[src/rtl/irrigation_zone_scheduler.sv]
// Round-robin multi-zone irrigation scheduler: timed runs, dry-tank pause, post-run cooldown.
// Optional manual stop input is enabled by defining MANUAL_STOP_EN.
module irrigation_zone_scheduler #(
  parameter int ZONES          = 4,
  parameter int TIMER_W        = 16,
  parameter int RUN_TICKS      = 1000,
  parameter int COOLDOWN_TICKS = 100,
  localparam int ZW            = (ZONES > 1) ? $clog2(ZONES) : 1
) (
  input  logic             clock,
  input  logic             reset,
  input  logic             tick,
  input  logic             full_tank,
  input  logic             empty_tank,
  input  logic [ZONES-1:0] splinker_switch,
  input  logic [ZONES-1:0] dripper_switch,
`ifdef MANUAL_STOP_EN
  input  logic             stop,
`endif
  output logic [ZONES-1:0] splinker,
  output logic [ZONES-1:0] dripper,
  output logic [ZW-1:0]    active_zone,
  output logic             busy,
  output logic             done,
  output logic [ZONES-1:0] fault
);

  typedef enum logic [1:0] {
    ST_IDLE     = 2'd0,
    ST_WATER    = 2'd1,
    ST_PAUSE    = 2'd2,
    ST_COOLDOWN = 2'd3
  } state_t;

  state_t             state_r;
  logic [TIMER_W-1:0] timer_r;
  logic [ZW-1:0]      last_zone_r;
  logic [ZW-1:0]      zone_r;
  logic               mode_spl_r;

  logic [ZONES-1:0]   valid_s;
  logic               zone_valid_s;
  logic               stop_s;
  logic               pick_found_s;
  logic [ZW-1:0]      pick_zone_s;
  logic [ZW:0]        arb_sum_s;
  logic [ZW-1:0]      arb_idx_s;

  // One-hot valve vector for a zone, gated by the mode enable
  function automatic logic [ZONES-1:0] valve_decode(input logic [ZW-1:0] zone, input logic en);
    logic [ZONES-1:0] v;
    v = ZONES'(1'b1) << zone;
    return en ? v : {ZONES{1'b0}};
  endfunction

`ifdef MANUAL_STOP_EN
  assign stop_s = stop;
`else
  assign stop_s = 1'b0;
`endif

  assign valid_s      = splinker_switch ^ dripper_switch;
  assign zone_valid_s = valid_s[zone_r];

  // Round-robin search: first valid zone after the last one served, wrapping
  always_comb begin
    pick_found_s = 1'b0;
    pick_zone_s  = '0;
    arb_sum_s    = '0;
    arb_idx_s    = '0;
    for (int off = 1; off <= ZONES; off++) begin
      arb_sum_s = {1'b0, last_zone_r} + (ZW+1)'(off);
      if (arb_sum_s >= (ZW+1)'(ZONES)) begin
        arb_sum_s = arb_sum_s - (ZW+1)'(ZONES);
      end else begin
        arb_sum_s = arb_sum_s;
      end
      arb_idx_s = arb_sum_s[ZW-1:0];
      if (!pick_found_s && valid_s[arb_idx_s]) begin
        pick_found_s = 1'b1;
        pick_zone_s  = arb_idx_s;
      end else begin
        pick_found_s = pick_found_s;
      end
    end
  end

  // Scheduler FSM; valves and status are registered alongside the state they decode
  always_ff @(posedge clock or negedge reset) begin
    if (!reset) begin
      state_r     <= ST_IDLE;
      timer_r     <= '0;
      last_zone_r <= ZW'(ZONES-1);
      zone_r      <= '0;
      mode_spl_r  <= 1'b0;
      splinker    <= '0;
      dripper     <= '0;
      active_zone <= '0;
      busy        <= 1'b0;
      done        <= 1'b0;
      fault       <= '0;
    end else begin
      done  <= 1'b0;
      fault <= splinker_switch & dripper_switch;
      case (state_r)
        ST_IDLE: begin
          splinker    <= '0;
          dripper     <= '0;
          busy        <= 1'b0;
          active_zone <= '0;
          if (!stop_s && full_tank && pick_found_s) begin
            state_r     <= ST_WATER;
            zone_r      <= pick_zone_s;
            mode_spl_r  <= splinker_switch[pick_zone_s];
            last_zone_r <= pick_zone_s;
            timer_r     <= TIMER_W'(RUN_TICKS);
            splinker    <= valve_decode(pick_zone_s, splinker_switch[pick_zone_s]);
            dripper     <= valve_decode(pick_zone_s, dripper_switch[pick_zone_s]);
            busy        <= 1'b1;
            active_zone <= pick_zone_s;
          end else begin
            state_r <= ST_IDLE;
          end
        end
        ST_WATER: begin
          if (stop_s) begin
            state_r     <= ST_IDLE;
            timer_r     <= '0;
            splinker    <= '0;
            dripper     <= '0;
            busy        <= 1'b0;
            active_zone <= '0;
          end else if (!zone_valid_s) begin
            state_r  <= ST_COOLDOWN;
            timer_r  <= TIMER_W'(COOLDOWN_TICKS);
            splinker <= '0;
            dripper  <= '0;
          end else if (empty_tank) begin
            state_r  <= ST_PAUSE;
            splinker <= '0;
            dripper  <= '0;
          end else if (tick) begin
            if (timer_r == TIMER_W'(1)) begin
              done     <= 1'b1;
              state_r  <= ST_COOLDOWN;
              timer_r  <= TIMER_W'(COOLDOWN_TICKS);
              splinker <= '0;
              dripper  <= '0;
            end else begin
              timer_r <= timer_r - TIMER_W'(1);
            end
          end else begin
            state_r <= ST_WATER;
          end
        end
        ST_PAUSE: begin
          if (stop_s) begin
            state_r     <= ST_IDLE;
            timer_r     <= '0;
            splinker    <= '0;
            dripper     <= '0;
            busy        <= 1'b0;
            active_zone <= '0;
          end else if (!zone_valid_s) begin
            state_r <= ST_COOLDOWN;
            timer_r <= TIMER_W'(COOLDOWN_TICKS);
          end else if (full_tank && !empty_tank) begin
            state_r  <= ST_WATER;
            splinker <= valve_decode(zone_r, mode_spl_r);
            dripper  <= valve_decode(zone_r, !mode_spl_r);
          end else begin
            state_r <= ST_PAUSE;
          end
        end
        ST_COOLDOWN: begin
          splinker <= '0;
          dripper  <= '0;
          // Leaves on the tick that expires the count, so cooldown lasts exactly COOLDOWN_TICKS ticks
          if (stop_s || (timer_r == '0) || (tick && (timer_r == TIMER_W'(1)))) begin
            state_r     <= ST_IDLE;
            timer_r     <= '0;
            busy        <= 1'b0;
            active_zone <= '0;
          end else if (tick) begin
            timer_r <= timer_r - TIMER_W'(1);
          end else begin
            state_r <= ST_COOLDOWN;
          end
        end
        default: begin
          state_r     <= ST_IDLE;
          timer_r     <= '0;
          splinker    <= '0;
          dripper     <= '0;
          busy        <= 1'b0;
          active_zone <= '0;
        end
      endcase
    end
  end

endmodule

[config.mk]
export PLATFORM = sky130hd
export DESIGN_NAME = irrigation_zone_scheduler
export DESIGN_NICKNAME = d
export VERILOG_FILES = /design/src/rtl/irrigation_zone_scheduler.sv
export SDC_FILE = /design/constraint.sdc
export NUM_CORES = 1
export LEC_CHECK = 0
export CAP_MARGIN = 25
export CORE_UTILIZATION = 51
export CTS_CLUSTER_SIZE = 30
export DETAILED_ROUTE_END_ITERATION = 12
export HOLD_SLACK_MARGIN = 0.03
export PLACE_DENSITY = 0.88
export SETUP_SLACK_MARGIN = 0.05
export SLEW_MARGIN = 20
export SYNTH_ARGS = -nofsm -noshare
export SYNTH_HDL_FRONTEND = slang
export SYNTH_SLANG_ARGS = --single-unit
[constraint.sdc]
create_clock -name clock -period 2.05 [get_ports clock]
set_input_delay 0.615 -clock clock [delete_from_list [all_inputs] [get_ports clock]]
set_output_delay 0.615 -clock clock [all_outputs]
set_load 0.005 [all_outputs]
* After elaboration in Yosys (flattened, before gate mapping)
Index checks and enable logic that the tools add are counted.
** Word-level totals
- Register bits :: 39
- Input port bits :: 13
** Cells by class
- Add/sub/neg operators :: 9
- $lt $le $gt $ge :: 10
- Eq/ne operators :: 16
- Shift operators :: 2
- Muxes and demuxes :: 72
- Bitwise gates (word level) :: 3
- Reduce and logical (&&, ||, !) cells :: 19
** Operator list (number)
- 2-to-1 mux 16 bit :: 8
- case mux 16 bit (4 select lines) :: 1
- 2-to-1 mux 4 bit :: 14
- 2-to-1 mux 2 bit :: 18
- case mux 4 bit (4 select lines) :: 2
- 2-to-1 mux 1 bit :: 19
- less-than comparator 2 x 3 -> 1 bit (second input constant) :: 6
- == test 16 x 1 -> 1 bit (second input constant) :: 1
- zero test 16 bit :: 1
- subtractor 16 x 1 -> 16 bit (second input constant) :: 1
- binary-select mux 1 bit (select 2 bit) :: 7
- greater-or-equal comparator 3 bit (second input constant) :: 4
- inequality test 3 bit (second input constant) :: 4
- inequality test 2 bit (second input constant) :: 5
- inequality test 4 bit (second input constant) :: 2
- case mux 2 bit (4 select lines) :: 1
- left shift 1 x 2 -> 4 bit (first input constant) :: 2
- subtractor 2 x 1 -> 2 bit (second input constant) :: 4
- adder 2 x 2 -> 3 bit (second input constant) :: 2
- logical AND 1 bit :: 6
- AND reduction 2 bit :: 3
- inequality test 5 bit (second input constant) :: 1
- AND reduction 5 bit :: 1
- bitwise AND 4 bit :: 1
- 13 further kinds :: 17

* Depth between registers and ports, before layout
- Word-level depth :: 20
- Gate-level depth with buffers :: 10

* Least setup slack after synthesis
OpenSTA, ideal clock, no wires.
- Kind :: input to register
- Start :: in splinker_switch[3]
- End :: reg timer_r[2]
- Arrival :: 2.406 ns
- Required time :: 1.928 ns
- Path slack :: -0.478 ns
- Cell stages on the path :: 8
- Buffers on the path :: 2
- Path through :: ha_1 mux4_2 a22oi_2 o221a_1 buf_6 buf_12 o31ai_2 a32o_1
** Between the ends
- Cells in the longest elaborated chain, start to end :: 16
- Elaborated cells between the ends (all ways) :: 29
- Classes of those cells :: eq/ne: 4; mux: 16; bitwise: 1; reduce/logical: 8
** RTL lines
- start: declaration :: RTL line 15 : input logic [ZONES-1:0] splinker_switch,
- XOR 4 bit * :: RTL line 62 : assign valid_s = splinker_switch ^ dripper_switch;
- binary-select mux 1 bit (select 2 bit) :: RTL line 79 : if (!pick_found_s && valid_s[arb_idx_s]) begin
- 2-to-1 mux 1 bit (not written as such) :: RTL line 79
- 2-to-1 mux 1 bit :: RTL line 79
- zero test 1 bit :: RTL line 79
- logical AND 1 bit :: RTL line 79
- 2-to-1 mux 1 bit :: RTL line 79
- zero test 1 bit :: RTL line 79
- logical AND 1 bit :: RTL line 79
- 2-to-1 mux 1 bit :: RTL line 79
- zero test 1 bit :: RTL line 79
- logical AND 1 bit :: RTL line 79
- 2-to-1 mux 1 bit :: RTL line 79
- logical AND 1 bit :: RTL line 111 : if (!stop_s && full_tank && pick_found_s) begin
- inequality test 2 bit (no source line)
- AND reduction 5 bit (no source line)
- end signal: assignment :: RTL line 116 : timer_r <= TIMER_W'(RUN_TICKS);
- end signal: assignment :: RTL line 135 : timer_r <= TIMER_W'(COOLDOWN_TICKS);
- end signal: assignment :: RTL line 146 : timer_r <= TIMER_W'(COOLDOWN_TICKS);
- end: declaration :: RTL line 36 : logic [TIMER_W-1:0] timer_r;
Every way passes the cells marked *; elsewhere a longest branch is shown, timed or not. The select of a mux whose other input is x is not followed.
A chain may end at the register's enable or synchronous reset.

* Worst setup path after layout
- Start :: in splinker_switch[1]
- End :: reg timer_r[12]
Same word-level chain as after synthesis.

==> run summary <==
The flow ran to the end, but the final reports show violations. The checks that failed: negative setup slack. For this design the total switching power over the nets is 2.53 mW. The repair_antennas step left the layout with diodes totalling 0.

The die covers 5140 um^2. The first global-routing pass estimated 13.8 mm of wire. Dividing the detail-routed via count by the number of cells gives 7.02.

In the final routed layout, each cell accounts on average for 25.4 um. The initial antenna violation count is 0, and the detailed placement HPWL is 4.85 mm. After detailed routing, no signal wire sits above met4. The violation count after the first detailed-route iteration was 374. The kind of end point of the critical path was a flop. The post-layout total power is 5.58 mW, and the met2 routed wirelength is 4.89 mm. The worst pin sits at a relative slew slack of 44.3%. The overall die width is 71.7 um, and the total number of placement rows is 24. In this run the remaining antenna-violating nets after routing total 0. The maximum count of clock buffers along a single path was 2; the minimum period implied by the final worst setup slack was 2.37 ns. Yosys printed 0 warnings. Type of element launching the critical path: a primary input.

The sequential area share after synthesis was 39.5%. Total of max-cap violations: 0. STA puts the critical path data required time at 2.24 ns. The power density normalized to cell area is 1450 nW/um^2.

After detailed routing, the number of remaining DRC violations is 0. Final hold analysis gives a worst-case slack of 0.362 ns. The portion of the clock cycle consumed by the worst path in the final layout is 116%.

The clock network fraction of design power is 9.7%. The cell sitting at the root of the clock tree is a sky130_fd_sc_hd__clkbuf_8. The worst hold path belongs to the class primary input to async pin.

Least setup slack across all paths after layout: -0.320 ns. For this run, the leading register cell type out of synthesis is sky130_fd_sc_hd__dfrtp_1. The tools report the number of global-route vias before repair as 2726. After technology mapping, the gate count stands at 253.

The largest stage delay on the critical path was 0.54 ns. Compared with the post-synthesis result, the final layout area differs by 55.1%. The setup violation total in the final timing report was 27; the count of state elements after synthesis was 39.

I/O pin total: 29. Routability-driven placement finished with a final weighted congestion of 0.917. For the worst-skew pair, the clock arrives at the later sink with an insertion delay of 0.31 ns.

The final layout contains routed wiring with a total length of 10.6 mm. The most critical setup path has its startpoint at splinker_switch[1]. The number of clock buffers added by TritonCTS is 5. The data arrival time of the worst path was 2.56 ns; the number of filler instances in the final layout was 204. Total leakage power: 1.75 nW. The clock transition at the register clock pins on the worst setup and hold paths after CTS came out at 0.09 ns. In the final layout, the share of cells above drive strength 1 is 43.4%. The distinct cell type count after synthesis was 68. For this run, the top clock speed supported by timing is 422 MHz. For the max-slew violation count, the log shows 0. The synthesized design contains 0 enable-type register cells. The count of buffers added on input and output ports is 28. Clock skew on the completed layout was measured at 0.0138 ns. The overall die height works out to 71.7 um. Internal power comes to 3.05 mW. TritonCTS built the clock tree.

Cell class contributing the biggest share of worst-path delay: compound AO/OA/AOI/OAI gates. Counting flops with an async set or reset pin after synthesis yields a share of 100%. The initial utilization of the core area, before any placement, comes to 55.0%. The number of buffers inserted by hold repair at cts was 0; the maximum number of pins on one net before global-route repair was 40. The category of the most critical setup path was primary input to flop. In the final routing, the length of wire on met1 measures 3.63 mm. The fraction of power spent switching nets was 45.3%. The proportion of power drawn by combinational gates was 68.4%.

The non-filler instance count after layout came out at 416. The final net count is 388, and the iteration count of the initial detailed-routing pass is 7. The total number of H-tree levels is 2, and the routed wire length on met3 is 1.21 mm. For the pin with the worst max-slew slack, the measured transition is 0.828 ns. Across the VDD grid, the largest voltage drop is 992 uV.

For this run the aggregate overflow at the end of global routing stands at 0. The critical path contains buffers and inverters numbering 3 combined. The placed cell count is 382, and the worst-path maximum fanout is 5. The hold violation total from the final report came out at 0. Each instance of the synthesized netlist takes up on average 9.79 um^2. For the synthesized area, the log shows 2480 um^2. The startpoint of the most critical register-to-register path was timer_r[1]$_DFFE_PN0P_. The tools report the net count of the mapped netlist as 278. The TritonCTS sink count is 39.

The total area inside the core boundary comes to 4500 um^2. On the critical path, the stage with the largest delay is an instance of sky130_fd_sc_hd__mux4_2. Setup repair after global routing could not meet its margin everywhere. The power share of the sequential group was 22.0%; the overall via count from detail_route was 2920. Walking the worst path, the cells encountered are buf_6 -> ha_4 -> mux4_2 -> a22oi_2 -> o221a_1 -> buf_4 -> buf_6 -> o21ai_1 -> a21bo_1. The cell repeated most along the worst path is sky130_fd_sc_hd__buf_6.

The tools report the overall global routing resource usage as 35.8%.
## cells in the mapped netlist, types with 5 or more instances
| cell type | instances | area (um^2) |
|---|---|---|
| sky130_fd_sc_hd__a21o_1 | 5 | 37.5 |
| sky130_fd_sc_hd__a21oi_1 | 8 | 40.0 |
| sky130_fd_sc_hd__a22o_1 | 9 | 78.8 |
| sky130_fd_sc_hd__a22oi_1 | 5 | 37.5 |
| sky130_fd_sc_hd__dfrtp_1 | 37 | 926 |
| sky130_fd_sc_hd__ha_1 | 12 | 150 |
| sky130_fd_sc_hd__inv_1 | 10 | 37.5 |
| sky130_fd_sc_hd__nand2_1 | 20 | 75.1 |
| sky130_fd_sc_hd__nand2b_1 | 6 | 37.5 |
| sky130_fd_sc_hd__nor2_1 | 21 | 78.8 |
| sky130_fd_sc_hd__nor2b_1 | 5 | 31.3 |
| sky130_fd_sc_hd__nor3_1 | 5 | 25.0 |
| sky130_fd_sc_hd__o21ai_0 | 18 | 90.1 |
| sky130_fd_sc_hd__o21ai_1 | 6 | 30.0 |
| sky130_fd_sc_hd__o31ai_1 | 7 | 52.6 |
## cells in the final DEF (no fill, tap or decap), types with 4 or more instances in the layout
cell                              synthesis  layout
sky130_fd_sc_hd__clkdlybuf4s50_1          0      19
sky130_fd_sc_hd__nor3_1                   5       4
sky130_fd_sc_hd__a22oi_1                  5       4
sky130_fd_sc_hd__o21ai_0                 18       7
sky130_fd_sc_hd__a21oi_1                  8       7
sky130_fd_sc_hd__buf_6                    1      16
sky130_fd_sc_hd__o21ai_1                  6      13
sky130_fd_sc_hd__a22o_1                   9       8
sky130_fd_sc_hd__buf_4                    1      67
sky130_fd_sc_hd__ha_1                    12       8
sky130_fd_sc_hd__nor2_1                  21      19
sky130_fd_sc_hd__nand2_2                  0      11
sky130_fd_sc_hd__ha_4                     0       4
sky130_fd_sc_hd__a21o_1                   5       5
sky130_fd_sc_hd__clkbuf_8                 0       5
sky130_fd_sc_hd__nand2_1                 20       9
sky130_fd_sc_hd__inv_1                   10      10
sky130_fd_sc_hd__o21ai_2                  1       5
sky130_fd_sc_hd__o31ai_1                  7       7
sky130_fd_sc_hd__dfrtp_1                 37      37
sky130_fd_sc_hd__nand2b_1                 6       5
sky130_fd_sc_hd__and3_1                   4       4
## kinds of logic (layout without fill, tap and decap cells)
kind of cell	count (synthesis)	after routing	synth area share, %
multiplexers	8	8	4.24
flip-flops	39	39	39.5
AO/OA/AOI/OAI	89	90	26.4
adder cells (fa/ha/maj)	12	12	6.06
buffers and inverters	18	128	3.94
AND/OR/NAND/NOR	87	87	19.9
## per-layer routing
layer,vias to the layer above,global-route usage [%]
met2,289,58.3
met3,98,8.44
met1,1349,42.5
met4,0,23.1
met5,-,0
li1,1184,-
## state kept, by name, indices dropped and copies added, names as in the netlist
| signal | flops |
|---|---|
| last_zone_r | 2 |
| timer_r | 16 |
| active_zone | 2 |
| state_r | 2 |
| fault | 4 |
| zone_r | 2 |
| dripper | 4 |
| done | 1 |
| mode_spl_r | 1 |
| splinker | 4 |
| busy | 1 |
## power groups by stage
| stage | Combinational, mW | Sequential [mW] | Clock [mW] |
|---|---|---|---|
| 2_1_floorplan | 1.59 | 1.17 | 0 |
| 3_3_place_gp | 2.49 | 1.16 | 0 |
| 3_5_place_dp | 2.59 | 1.17 | 0 |
| 4_1_cts | 3.09 | 1.16 | 0.511 |
| 5_1_grt | 3.92 | 1.23 | 0.564 |
| 6_report | 3.82 | 1.23 | 0.540 |
## through the flow
step | cell area (um^2) | setup slack (ns) | setup TNS (ns) | utilization (%)
floorplan | 2540 | -0.328 | -5.64 | -
global placement | 3270 | -0.925 | -25.91 | 72.5
detailed placement | 3270 | -0.970 | -27.67 | 72.5
CTS | 3600 | -0.262 | -3.43 | 79.9
global route | 3840 | -0.358 | -5.84 | 85.3
finish | 3840 | -0.320 | -5.12 | 85.3
## worst paths after layout
path,to,slack [ns],cells after the start
max in group asynchronous,last_zone_r[0]$_DFFE_PN1P_,1.32,2
min in group clock,busy$_DFFE_PN0P_,0.49,2
hold reg to reg,busy$_DFFE_PN0P_,0.49,2
hold / removal,state_r[1]$_DFFE_PN0P_,0.36,2
setup reg to reg,timer_r[12]$_DFFE_PN0P_,-0.32,8
setup / recovery,timer_r[12]$_DFFE_PN0P_,-0.32,9
## what timing repair did
item / in CTS / in global routing
buffers inserted: 10 / 13
gates cloned: 2 / 2
gates resized for setup: 73 / 40
endpoints found under the hold margin: 0 / 0
pin swaps: 10 / 11
setup endpoints to repair: 35 / 30
## area by class of cell
class	instances	area, um^2	area share, %
clock buffers	7	76.3	1.99
well taps	52	65.1	1.69
repair buffers	110	1020	26.5
inverters	10	37.5	0.977
multi-input cells	197	1660	43.2
clock inverters	1	5.00	0.130
flip-flops and latches	39	978	25.5
No activity file was read; power rests on OpenSTA's default activity.
